--- src/rtl/ivector_pkg.sv ---
// Shared definitions for the ivector response path: default sizes and the
// {meth, v} response record used by both the FIFO bank and the heard arbiter.
package ivector_pkg;

  localparam int IVECTOR_NREQ       = 10;
  localparam int IVECTOR_DATA_WIDTH = 32;
  localparam int IVECTOR_METH_WIDTH = 32;

  typedef struct packed {
    logic [IVECTOR_METH_WIDTH-1:0] meth;
    logic [IVECTOR_DATA_WIDTH-1:0] v;
  } ivector_heard_t;

endpackage

--- src/rtl/ivector_heard_arbiter_if.sv ---
// Bundle between the per-method FIFO bank, the heard arbiter and the heard consumer.
// master = arbiter side, slave = FIFO bank / consumer side.
interface ivector_heard_arbiter_if
  import ivector_pkg::*;
#(
  parameter int NREQ       = IVECTOR_NREQ,
  parameter int DATA_WIDTH = IVECTOR_DATA_WIDTH,
  parameter int METH_WIDTH = IVECTOR_METH_WIDTH
);

  logic [NREQ-1:0]            req_first__RDY;
  logic [NREQ*DATA_WIDTH-1:0] req_first;
  logic [NREQ-1:0]            req_deq__ENA;
  logic                       out_heard__ENA;
  logic [METH_WIDTH-1:0]      out_heard_meth;
  logic [DATA_WIDTH-1:0]      out_heard_v;
  logic                       out_heard__RDY;

  modport master (
    input  req_first__RDY,
    input  req_first,
    output req_deq__ENA,
    output out_heard__ENA,
    output out_heard_meth,
    output out_heard_v,
    input  out_heard__RDY
  );

  modport slave (
    output req_first__RDY,
    output req_first,
    input  req_deq__ENA,
    input  out_heard__ENA,
    input  out_heard_meth,
    input  out_heard_v,
    output out_heard__RDY
  );

endinterface

--- src/rtl/rr_pick.sv ---
// Rotating priority encoder: returns the first set request strictly after
// index `last`, wrapping from N-1 to 0. Purely combinational.
module rr_pick #(
  parameter int N  = 10,
  parameter int IW = (N > 1) ? $clog2(N) : 1
) (
  input  logic [N-1:0]  req,
  input  logic [IW-1:0] last,
  output logic          found,
  output logic [IW-1:0] idx
);

  // cand[k] is the index examined at scan position k (k=0 is last+1)
  logic [IW-1:0] cand [N];

  for (genvar gi = 0; gi < N; gi++) begin : g_cand
    logic [IW:0] sum;
    assign sum       = {1'b0, last} + (IW+1)'(gi + 1);
    assign cand[gi]  = (sum >= (IW+1)'(N)) ? IW'(sum - (IW+1)'(N)) : sum[IW-1:0];
  end

  // Scan from the far end so the nearest requester overwrites the others
  always_comb begin
    found = 1'b0;
    idx   = '0;
    for (int k = N - 1; k >= 0; k--) begin
      if (req[cand[k]]) begin
        found = 1'b1;
        idx   = cand[k];
      end
    end
  end

endmodule

--- src/rtl/ivector_heard_arbiter.sv ---
// Round-robin scheduler sharing the single heard port among NREQ method FIFOs,
// with a one-entry registered output stage that drains and reloads in one cycle.
module ivector_heard_arbiter
  import ivector_pkg::*;
#(
  parameter int NREQ       = IVECTOR_NREQ,
  parameter int DATA_WIDTH = IVECTOR_DATA_WIDTH,
  parameter int METH_WIDTH = IVECTOR_METH_WIDTH
) (
  input  logic                   CLK,
  input  logic                   nRST,
  ivector_heard_arbiter_if.master bus,
  output logic [31:0]            grant_count
);

  localparam int IW = (NREQ > 1) ? $clog2(NREQ) : 1;

  logic                  valid_reg;
  logic [IW-1:0]         meth_reg;
  logic [DATA_WIDTH-1:0] v_reg;
  logic [IW-1:0]         last_reg;
  logic [31:0]           grant_count_reg;

  logic                  drain;
  logic                  load_ok;
  logic                  found;
  logic [IW-1:0]         idx;
  logic [DATA_WIDTH-1:0] payload [NREQ];

  rr_pick #(.N(NREQ), .IW(IW)) u_pick (
    .req   (bus.req_first__RDY),
    .last  (last_reg),
    .found (found),
    .idx   (idx)
  );

  // nRST gates every strobe so nothing is dequeued or delivered during reset
  assign drain   = nRST & valid_reg & bus.out_heard__RDY;
  assign load_ok = ~valid_reg | drain;

  for (genvar gi = 0; gi < NREQ; gi++) begin : g_lane
    assign payload[gi]          = bus.req_first[gi*DATA_WIDTH +: DATA_WIDTH];
    assign bus.req_deq__ENA[gi] = nRST & load_ok & found & (idx == IW'(gi));
  end

  assign bus.out_heard__ENA = drain;
  assign bus.out_heard_meth = nRST ? METH_WIDTH'(meth_reg) : '0;
  assign bus.out_heard_v    = nRST ? v_reg : '0;
  assign grant_count        = grant_count_reg;

  always_ff @(posedge CLK) begin
    if (!nRST) begin
      valid_reg       <= 1'b0;
      meth_reg        <= '0;
      v_reg           <= '0;
      last_reg        <= IW'(NREQ - 1);
      grant_count_reg <= '0;
    end else begin
      if (drain) begin
        grant_count_reg <= grant_count_reg + 32'd1;
      end
      if (load_ok) begin
        if (found) begin
          valid_reg <= 1'b1;
          meth_reg  <= idx;
          v_reg     <= payload[idx];
          last_reg  <= idx;
        end else begin
          valid_reg <= 1'b0;
        end
      end
    end
  end

endmodule

--- src/flat_wrapper.sv ---
// flat-port wrapper written by rule: the top's interface ports become plain ports
module ivector_heard_arbiter_flat import ivector_pkg::*;
#(
  parameter int NREQ       = IVECTOR_NREQ,
  parameter int DATA_WIDTH = IVECTOR_DATA_WIDTH,
  parameter int METH_WIDTH = IVECTOR_METH_WIDTH
)
  (CLK, nRST, grant_count, bus_req_first__RDY, bus_req_first, bus_req_deq__ENA, bus_out_heard__ENA, bus_out_heard_meth, bus_out_heard_v, bus_out_heard__RDY);
  ivector_heard_arbiter_if #(.NREQ(NREQ), .DATA_WIDTH(DATA_WIDTH), .METH_WIDTH(METH_WIDTH)) bus_i ();
  input  logic CLK;
  input  logic nRST;
  output logic [31:0] grant_count;
  input wire logic [$bits(bus_i.req_first__RDY)-1:0] bus_req_first__RDY;
  input wire logic [$bits(bus_i.req_first)-1:0] bus_req_first;
  output wire logic [$bits(bus_i.req_deq__ENA)-1:0] bus_req_deq__ENA;
  output wire logic [$bits(bus_i.out_heard__ENA)-1:0] bus_out_heard__ENA;
  output wire logic [$bits(bus_i.out_heard_meth)-1:0] bus_out_heard_meth;
  output wire logic [$bits(bus_i.out_heard_v)-1:0] bus_out_heard_v;
  input wire logic [$bits(bus_i.out_heard__RDY)-1:0] bus_out_heard__RDY;
  assign bus_i.req_first__RDY = bus_req_first__RDY;
  assign bus_i.req_first = bus_req_first;
  assign bus_req_deq__ENA = bus_i.req_deq__ENA;
  assign bus_out_heard__ENA = bus_i.out_heard__ENA;
  assign bus_out_heard_meth = bus_i.out_heard_meth;
  assign bus_out_heard_v = bus_i.out_heard_v;
  assign bus_i.out_heard__RDY = bus_out_heard__RDY;
  ivector_heard_arbiter #(.NREQ(NREQ), .DATA_WIDTH(DATA_WIDTH), .METH_WIDTH(METH_WIDTH)) u_core (.CLK(CLK), .nRST(nRST), .bus(bus_i), .grant_count(grant_count));
endmodule
--- config.mk ---
export PLATFORM = sky130hd
export DESIGN_NAME = ivector_heard_arbiter_flat
export DESIGN_NICKNAME = d
export VERILOG_FILES = /design/src/rtl/ivector_pkg.sv /design/src/rtl/ivector_heard_arbiter_if.sv /design/src/rtl/rr_pick.sv /design/src/rtl/ivector_heard_arbiter.sv /design/src/flat_wrapper.sv
export SDC_FILE = /design/constraint.sdc
export NUM_CORES = 1
export LEC_CHECK = 0
export ABC_AREA = 1
export CAP_MARGIN = 25
export CORE_AREA = 2 2 170 172
export CTS_BUF_LIST = sky130_fd_sc_hd__clkbuf_4
export CTS_CLUSTER_DIAMETER = 30
export DETAILED_ROUTE_END_ITERATION = 8
export DIE_AREA = 0 0 172 174
export PLACE_DENSITY_LB_ADDON = 0.05
export SLEW_MARGIN = 20
export SYNTH_ARGS = -nofsm -noshare
export SYNTH_HDL_FRONTEND = slang
export SYNTH_HIERARCHICAL = 1
export SYNTH_SLANG_ARGS = --single-unit
--- constraint.sdc ---
create_clock -name CLK -period 4.5 [get_ports CLK]
set_input_delay 0.45 -clock CLK [delete_from_list [all_inputs] [get_ports CLK]]
set_output_delay 0.45 -clock CLK [all_outputs]
set_load 0.02 [all_outputs]
==> key figures, run 1 <==
Worst setup path
  – Startpoint class of the critical path: flip-flop
  – Setup crit end kind: output pin
  – CP arrival: 3.80 ns
  – Critical path peak fanout: 8
  – WP data required: 4.05 ns
  – Crit path kind: flip-flop to output pin

Clocking
  – Cts hold-fix bufs: 0
  – Clock root buffer: clkbuf_4
  – CTS H-tree lvls: 3
  – CTS sink count: 71
  – Clock slew at reported path FFs: 0.13 ns
  – Worst-Skew Late Latency: 0.48 ns
  – Max Buffers Root-to-Sink: 2
  – Inserted Clock Buffers: 9
  – CTS tree: built

Logic synthesis
  – Yosys top cell by area: nand2_1
  – Multiplexer share of the synthesized area: 0
  – Most used DFF post-synth: dfxtp_1
  – Top cells by count, synth: nand2_1 (565), nand3_1 (291), inv_1 (164), nor2_1 (78), nand4_1 (74)
  – Sequential area share after synthesis: 0.161
  – Post-Synthesis Cells: 1614
  – Count leader, synth: nand2_1
  – Post-synthesis register bit count: 71
  – Synth Area in Compound Gates: 0.0663
  – Number of flops mapped to enable cells by yosys: 0
  – Share of the synthesized area in the top cell type: 0.240
  – Synth cell types: 46
  – Async SR Flop Fraction: 0
  – Post-synthesis cell area: 8820 um^2
  – Synth Warn #: 6
  – Synth Area in XOR/XNOR: 0.0157
  – Mapped Avg Cell Area: 5.46 um^2
  – Synth area leaders: nand2_1 (24%), nand3_1 (17%), dfxtp_1 (16%)
  – Adder-cell share of the synthesized area: 0.0349
  – Main combinational cell family by area after synthesis: simple AND/OR/NAND/NOR gates
  – Synth Area in Simple Gates: 0.570

STA
  – Fmax: 235 MHz
  – Setup violators final: 0
  – Skew final: 0.0260 ns
  – Relative max-transition margin: 0.463
  – Tmin final: 4.25 ns
  – Pins Over Slew Limit: 0
  – Endpoints failing hold: 0
  – Slew @ Worst Pin: 0.805 ns
  – Tcrit/Tclk final: 0.945

Flow run
  – Max-Cap Viols: 0

Placed design
  – GP Congestion: 0.915
  – Dpl hpwl: 32900 um
  – Post-place instance area: 13500 um^2
  – Port Buffers: 411

Global routing
  – Vias in the first global route: 11.2k
  – First-pass GRT wire length: 62700 um
  – GR Util All Layers: 0.271
  – Largest net degree at the start of global routing: 81
  – Grt total ovfl: 0
  – Initial antenna violation count: 10

Cells and area
  – Nets: 2386
  – Post-route cell area: 14200 um^2
  – Area Growth Syn to Fin: 61.0%
  – Layout cells sized above 1: 0.122
  – Utilization after layout: 0.503

Drt
  – Drt total wl: 41800 um
  – DR WL/cell: 17.2 um
  – First-pass iteration count of the detailed router: 5
  – Vias per inst: 4.88
  – DRC: 0
  – Post-DRT Antenna Nets: 0
  – Iter 0 DRT Violations: 776
  – Vias: 11.8k

Die
  – Core Area: 28200 um^2
  – Die area: 29900 um^2
  – FP Rows: 62
  – IO Count: 440
  – Initial Utilization: 0.312
  – Die Width: 172 um
  – Die Span Y: 174 um

Min path
  – Worst hold path class: flip-flop to flip-flop

Outcome
  – Status: finished, final reports clean
[final cells by class]
type                            count  area (um^2)
Tap cell                          384          480
Sequential cell                    71         1440
Antenna cell                        9         22.5
Clock buffer                        9         67.6
Clock inverter                      7          104
Fill cell                        3085        14000
Inverter                          181          713
Timing Repair Buffer              494         4770
Multi-Input combinational cell   1272         6610
[worst paths after layout]
kind                                                 startpoint                               to  slack [ns]  cells past startpoint
worst min register to register  u_core/meth_reg[3]$_SDFFE_PN0P_  u_core/meth_reg[3]$_SDFFE_PN0P_        0.50                      2
worst min-delay path            u_core/meth_reg[3]$_SDFFE_PN0P_  u_core/meth_reg[3]$_SDFFE_PN0P_        0.50                      2
worst max-delay path            u_core/meth_reg[2]$_SDFFE_PN0P_              bus_req_deq__ENA[0]        0.25                     21
worst max register to register  u_core/meth_reg[2]$_SDFFE_PN0P_    u_core/v_reg[17]$_SDFFE_PN0P_        0.35                     22
[routing by layer]
metal  up-vias  GRT usage  wire, um
met1      5384      0.319     16700
li1       6022          -         -
met4         2     0.0896      1210
met2       375      0.484     21100
met3        64     0.0590      2690
met5         -          0        16
[through the flow]
stage               instances  TNS, ns  setup slack, ns  hold slack [ns]
floorplan                1641   -0.190          -0.0670            0.454
detailed placement       2386    -1.40           -0.163            0.486
global route             2425  -0.0190          -0.0190            0.521
global placement         2386    -1.29           -0.145            0.479
CTS                      2405        0         0.000988            0.493
finish                   2427        0            0.249            0.503
[layout by cell type, fill, tap and decap left out, types with 14 or more instances in the layout]
cell type,synthesis,routed
a21oi_1,40,35
nand2_2,10,27
dfxtp_1,71,67
nand2_1,565,546
conb_1,1,28
inv_1,164,155
nand4_1,74,74
inv_2,13,16
clkdlybuf4s50_1,0,400
o21ai_0,26,21
nand3_1,291,284
buf_4,34,80
o21ai_1,14,14
nor2_1,78,73
nand3b_1,41,41
[what timing repair did]
action,4_1_cts,5_1_grt
gates resized for setup,40,118
pin swaps,2,32
buffers inserted,3,13
endpoints found under the setup margin,23,42
cloned,0,0
[critical path, cell delays in order, from the launching register on]
cell and delay, ns:
dfxtp_4 0.39, buf_6 0.15, ha_1 0.31, a21oi_1 0.38, nand2_2 0.13, o21ai_2 0.23
o211ai_1 0.13, nand3b_1 0.16, nand2_2 0.12, a21oi_2 0.12, nand2_1 0.07, nand2_1 0.07
nand2_1 0.05, nand2_1 0.06, nand2_1 0.05, nand2_1 0.07, nand2_2 0.06, buf_6 0.13
nor2_4 0.13, clkinvlp_4 0.20, nor3_2 0.17, buf_4 0.17
[cell families after synthesis]
| logic type | Yosys count |
|---|---|
| flops | 71 |
| compound gates | 103 |
| simple gates | 1102 |
| fa+ha+maj | 24 |
| buf+inv | 298 |
| xor+xnor | 15 |
| other cells | 1 |
Power of run 1 is left out: the tool's default activity adds up to more than one toggle a clock period on the data nets, which glitch-free logic cannot reach.
==> run 2, diff against run 1 <==
CORE_AREA = 2 2 169 171   (was 2 2 170 172)
CTS_CLUSTER_SIZE = 24   (was unset)
DIE_AREA = 0 0 171 173   (was 0 0 172 174)
SLEW_MARGIN = 0   (was 20)
SYNTH_HIERARCHICAL = unset   (was 1)
==> key figures, run 2 <==
Global routing
  – Initial antenna violation count: 2
  – Grt total ovfl: 0
  – First-pass GRT wire length: 67300 um
  – GR Util All Layers: 0.292
  – Largest net degree at the start of global routing: 103
  – Vias in the first global route: 12.2k

Flow run
  – Max-Cap Viols: 0

Worst setup path
  – Slowest stage delay, CP: 0.39 ns
  – Startpoint class of the critical path: flip-flop
  – Setup crit end kind: output pin
  – CP arrival: 3.75 ns
  – Critical path peak fanout: 14
  – WP data required: 4.05 ns
  – Crit path kind: flip-flop to output pin
  – Cell repeated most along the worst path: nand2_1
  – Max stage delay cell, worst path: dfxtp_4

Placed design
  – Port Buffers: 411
  – Dpl hpwl: 36200 um
  – GP Congestion: 0.927

Die
  – Initial Utilization: 0.343
  – Die area: 29600 um^2
  – Core Area: 27600 um^2
  – Die Width: 171 um
  – IO Count: 440
  – Die Span Y: 173 um
  – FP Rows: 61

Min path
  – Worst hold path class: input pin to flip-flop

Cells and area
  – Layout cells sized above 1: 0.0814
  – Most frequent cells in the layout: nand2_1 (885), clkdlybuf4s50_1 (400), nand3_1 (238), inv_1 (192), dfxtp_1 (68)
  – Utilization after layout: 0.520
  – # fillers: 3068
  – Nets: 2601
  – Area Growth Syn to Fin: 51.4%
  – Commonest non-fill, non-tap cell in the layout: nand2_1

STA
  – Endpoints failing hold: 0
  – Tmin final: 4.20 ns
  – Post-route setup TNS: 0 ns
  – Skew final: 0.0183 ns
  – Relative max-transition margin: 0.585
  – Tcrit/Tclk final: 0.934
  – Pins Over Slew Limit: 0
  – Slew @ Worst Pin: 0.623 ns
  – Fmax: 238 MHz
  – Setup violators final: 0

Logic synthesis
  – Synth area leaders: nand2_1 (36%), dfxtp_1 (15%), nand3_1 (13%)
  – Async SR Flop Fraction: 0
  – Top cells by count, synth: nand2_1 (902), nand3_1 (239), inv_1 (197), dfxtp_1 (71), nor2_1 (54)
  – Synth Warn #: 0
  – Share of the synthesized area in the top cell type: 0.357
  – Post-synthesis cell area: 9480 um^2
  – Count leader, synth: nand2_1
  – Post-synthesis register bit count: 71
  – Mapped Avg Cell Area: 5.10 um^2
  – Yosys top cell by area: nand2_1
  – Most used DFF post-synth: dfxtp_1
  – Synth cell types: 46
  – Number of flops mapped to enable cells by yosys: 0
  – Sequential area share after synthesis: 0.150
  – Post-Synthesis Cells: 1858

Clocking
  – Inserted Clock Buffers: 9
  – CTS sink count: 71
  – Clock root buffer: clkbuf_4
  – CTS H-tree lvls: 3
  – Worst-Skew Late Latency: 0.45 ns
  – Clock slew at reported path FFs: 0.14 ns
  – Max Buffers Root-to-Sink: 2
  – CTS tree: built

Drt
  – Post-DRT Antenna Nets: 0
  – DR WL/cell: 17.1 um
  – Drt total wl: 45000 um
  – DRC: 0
  – Vias: 12.8k
  – Vias per inst: 4.86
  – First-pass iteration count of the detailed router: 5
  – Iter 0 DRT Violations: 810

Outcome
  – Status: finished, final reports clean
## run 2: path summary, 6_finish.rpt
kind	from	end	slack [ns]	cells after the start
max reg2reg	u_core.last_reg[1]$_SDFFE_PN0P_	u_core.v_reg[4]$_SDFFE_PN0P_	0.40	29
max	u_core.last_reg[1]$_SDFFE_PN0P_	bus_req_deq__ENA[0]	0.30	26
min reg2reg	u_core.meth_reg[3]$_SDFFE_PN0P_	u_core.meth_reg[3]$_SDFFE_PN0P_	0.51	2
min	nRST	u_core.grant_count[26]$_SDFFE_PN0P_	0.43	3
## run 2: per-stage QoR
| step | instances | hold WS [ns] | setup WS [ns] | instance area [um^2] |
|---|---|---|---|---|
| floorplan | 1885 | 0.463 | 0.170 | 9590 |
| global placement | 2606 | 0.479 | 0.158 | 13900 |
| detailed placement | 2606 | 0.483 | 0.117 | 13900 |
| CTS | 2622 | 0.394 | 0.00516 | 14100 |
| global route | 2629 | 0.429 | -0.0234 | 14400 |
| finish | 2629 | 0.432 | 0.299 | 14400 |
## run 2: routing by layer
metal  wire length [um]  GRT usage
met4               1140     0.0787
met1              18200      0.347
met3               2820     0.0520
met2              22800      0.534
met5                  0          0
## run 2: layout make-up
| cell class | instances | area, um^2 | share of cell area |
|---|---|---|---|
| Multi-Input combinational cell | 1473 | 6830 | 0.476 |
| Timing Repair Buffer | 474 | 4610 | 0.321 |
| Sequential cell | 71 | 1430 | 0.0996 |
| Inverter | 215 | 810 | 0.0564 |
| Tap cell | 378 | 473 | 0.0329 |
| Clock inverter | 7 | 128 | 0.00889 |
| Clock buffer | 9 | 67.6 | 0.00471 |
| Antenna cell | 2 | 5.00 | 0.000349 |
## run 2: what timing repair did
action / in CTS / in global routing
pin swaps: 0 / 10
endpoints found under the setup margin: 10 / 43
resized for setup: 28 / 80
setup buffers: 0 / 5
hold buffers: 0 / 0
## run 2: kinds of logic (layout without fill, tap and decap cells)
logic type | Yosys count | after routing | synth area share
xor+xnor | 10 | 10 | 0.0100
buf+inv | 341 | 705 | 0.165
flops | 71 | 71 | 0.150
fa+ha+maj | 24 | 24 | 0.0325
simple gates | 1294 | 1294 | 0.572
other cells | 1 | 30 | 0.000395
compound gates | 117 | 117 | 0.0706
## run 2: worst max-delay path: cells and delay by family (launching register included)
kind / cells / cell delay (ns)
adder cells (fa/ha/maj): 2 / 0.38
AND/OR/NAND/NOR: 18 / 1.83
AO/OA/AOI/OAI: 3 / 0.34
flip-flops: 1 / 0.39
buffers and inverters: 3 / 0.37
Power of run 2 is left out for the same reason.
==> run 3, diff against run 2 <==
TNS_END_PERCENT = 5   (was unset)
==> results of run 3 <==
The final DEF is identical to that of run 2; final timing and power are the same.
Power of run 3 is left out for the same reason.
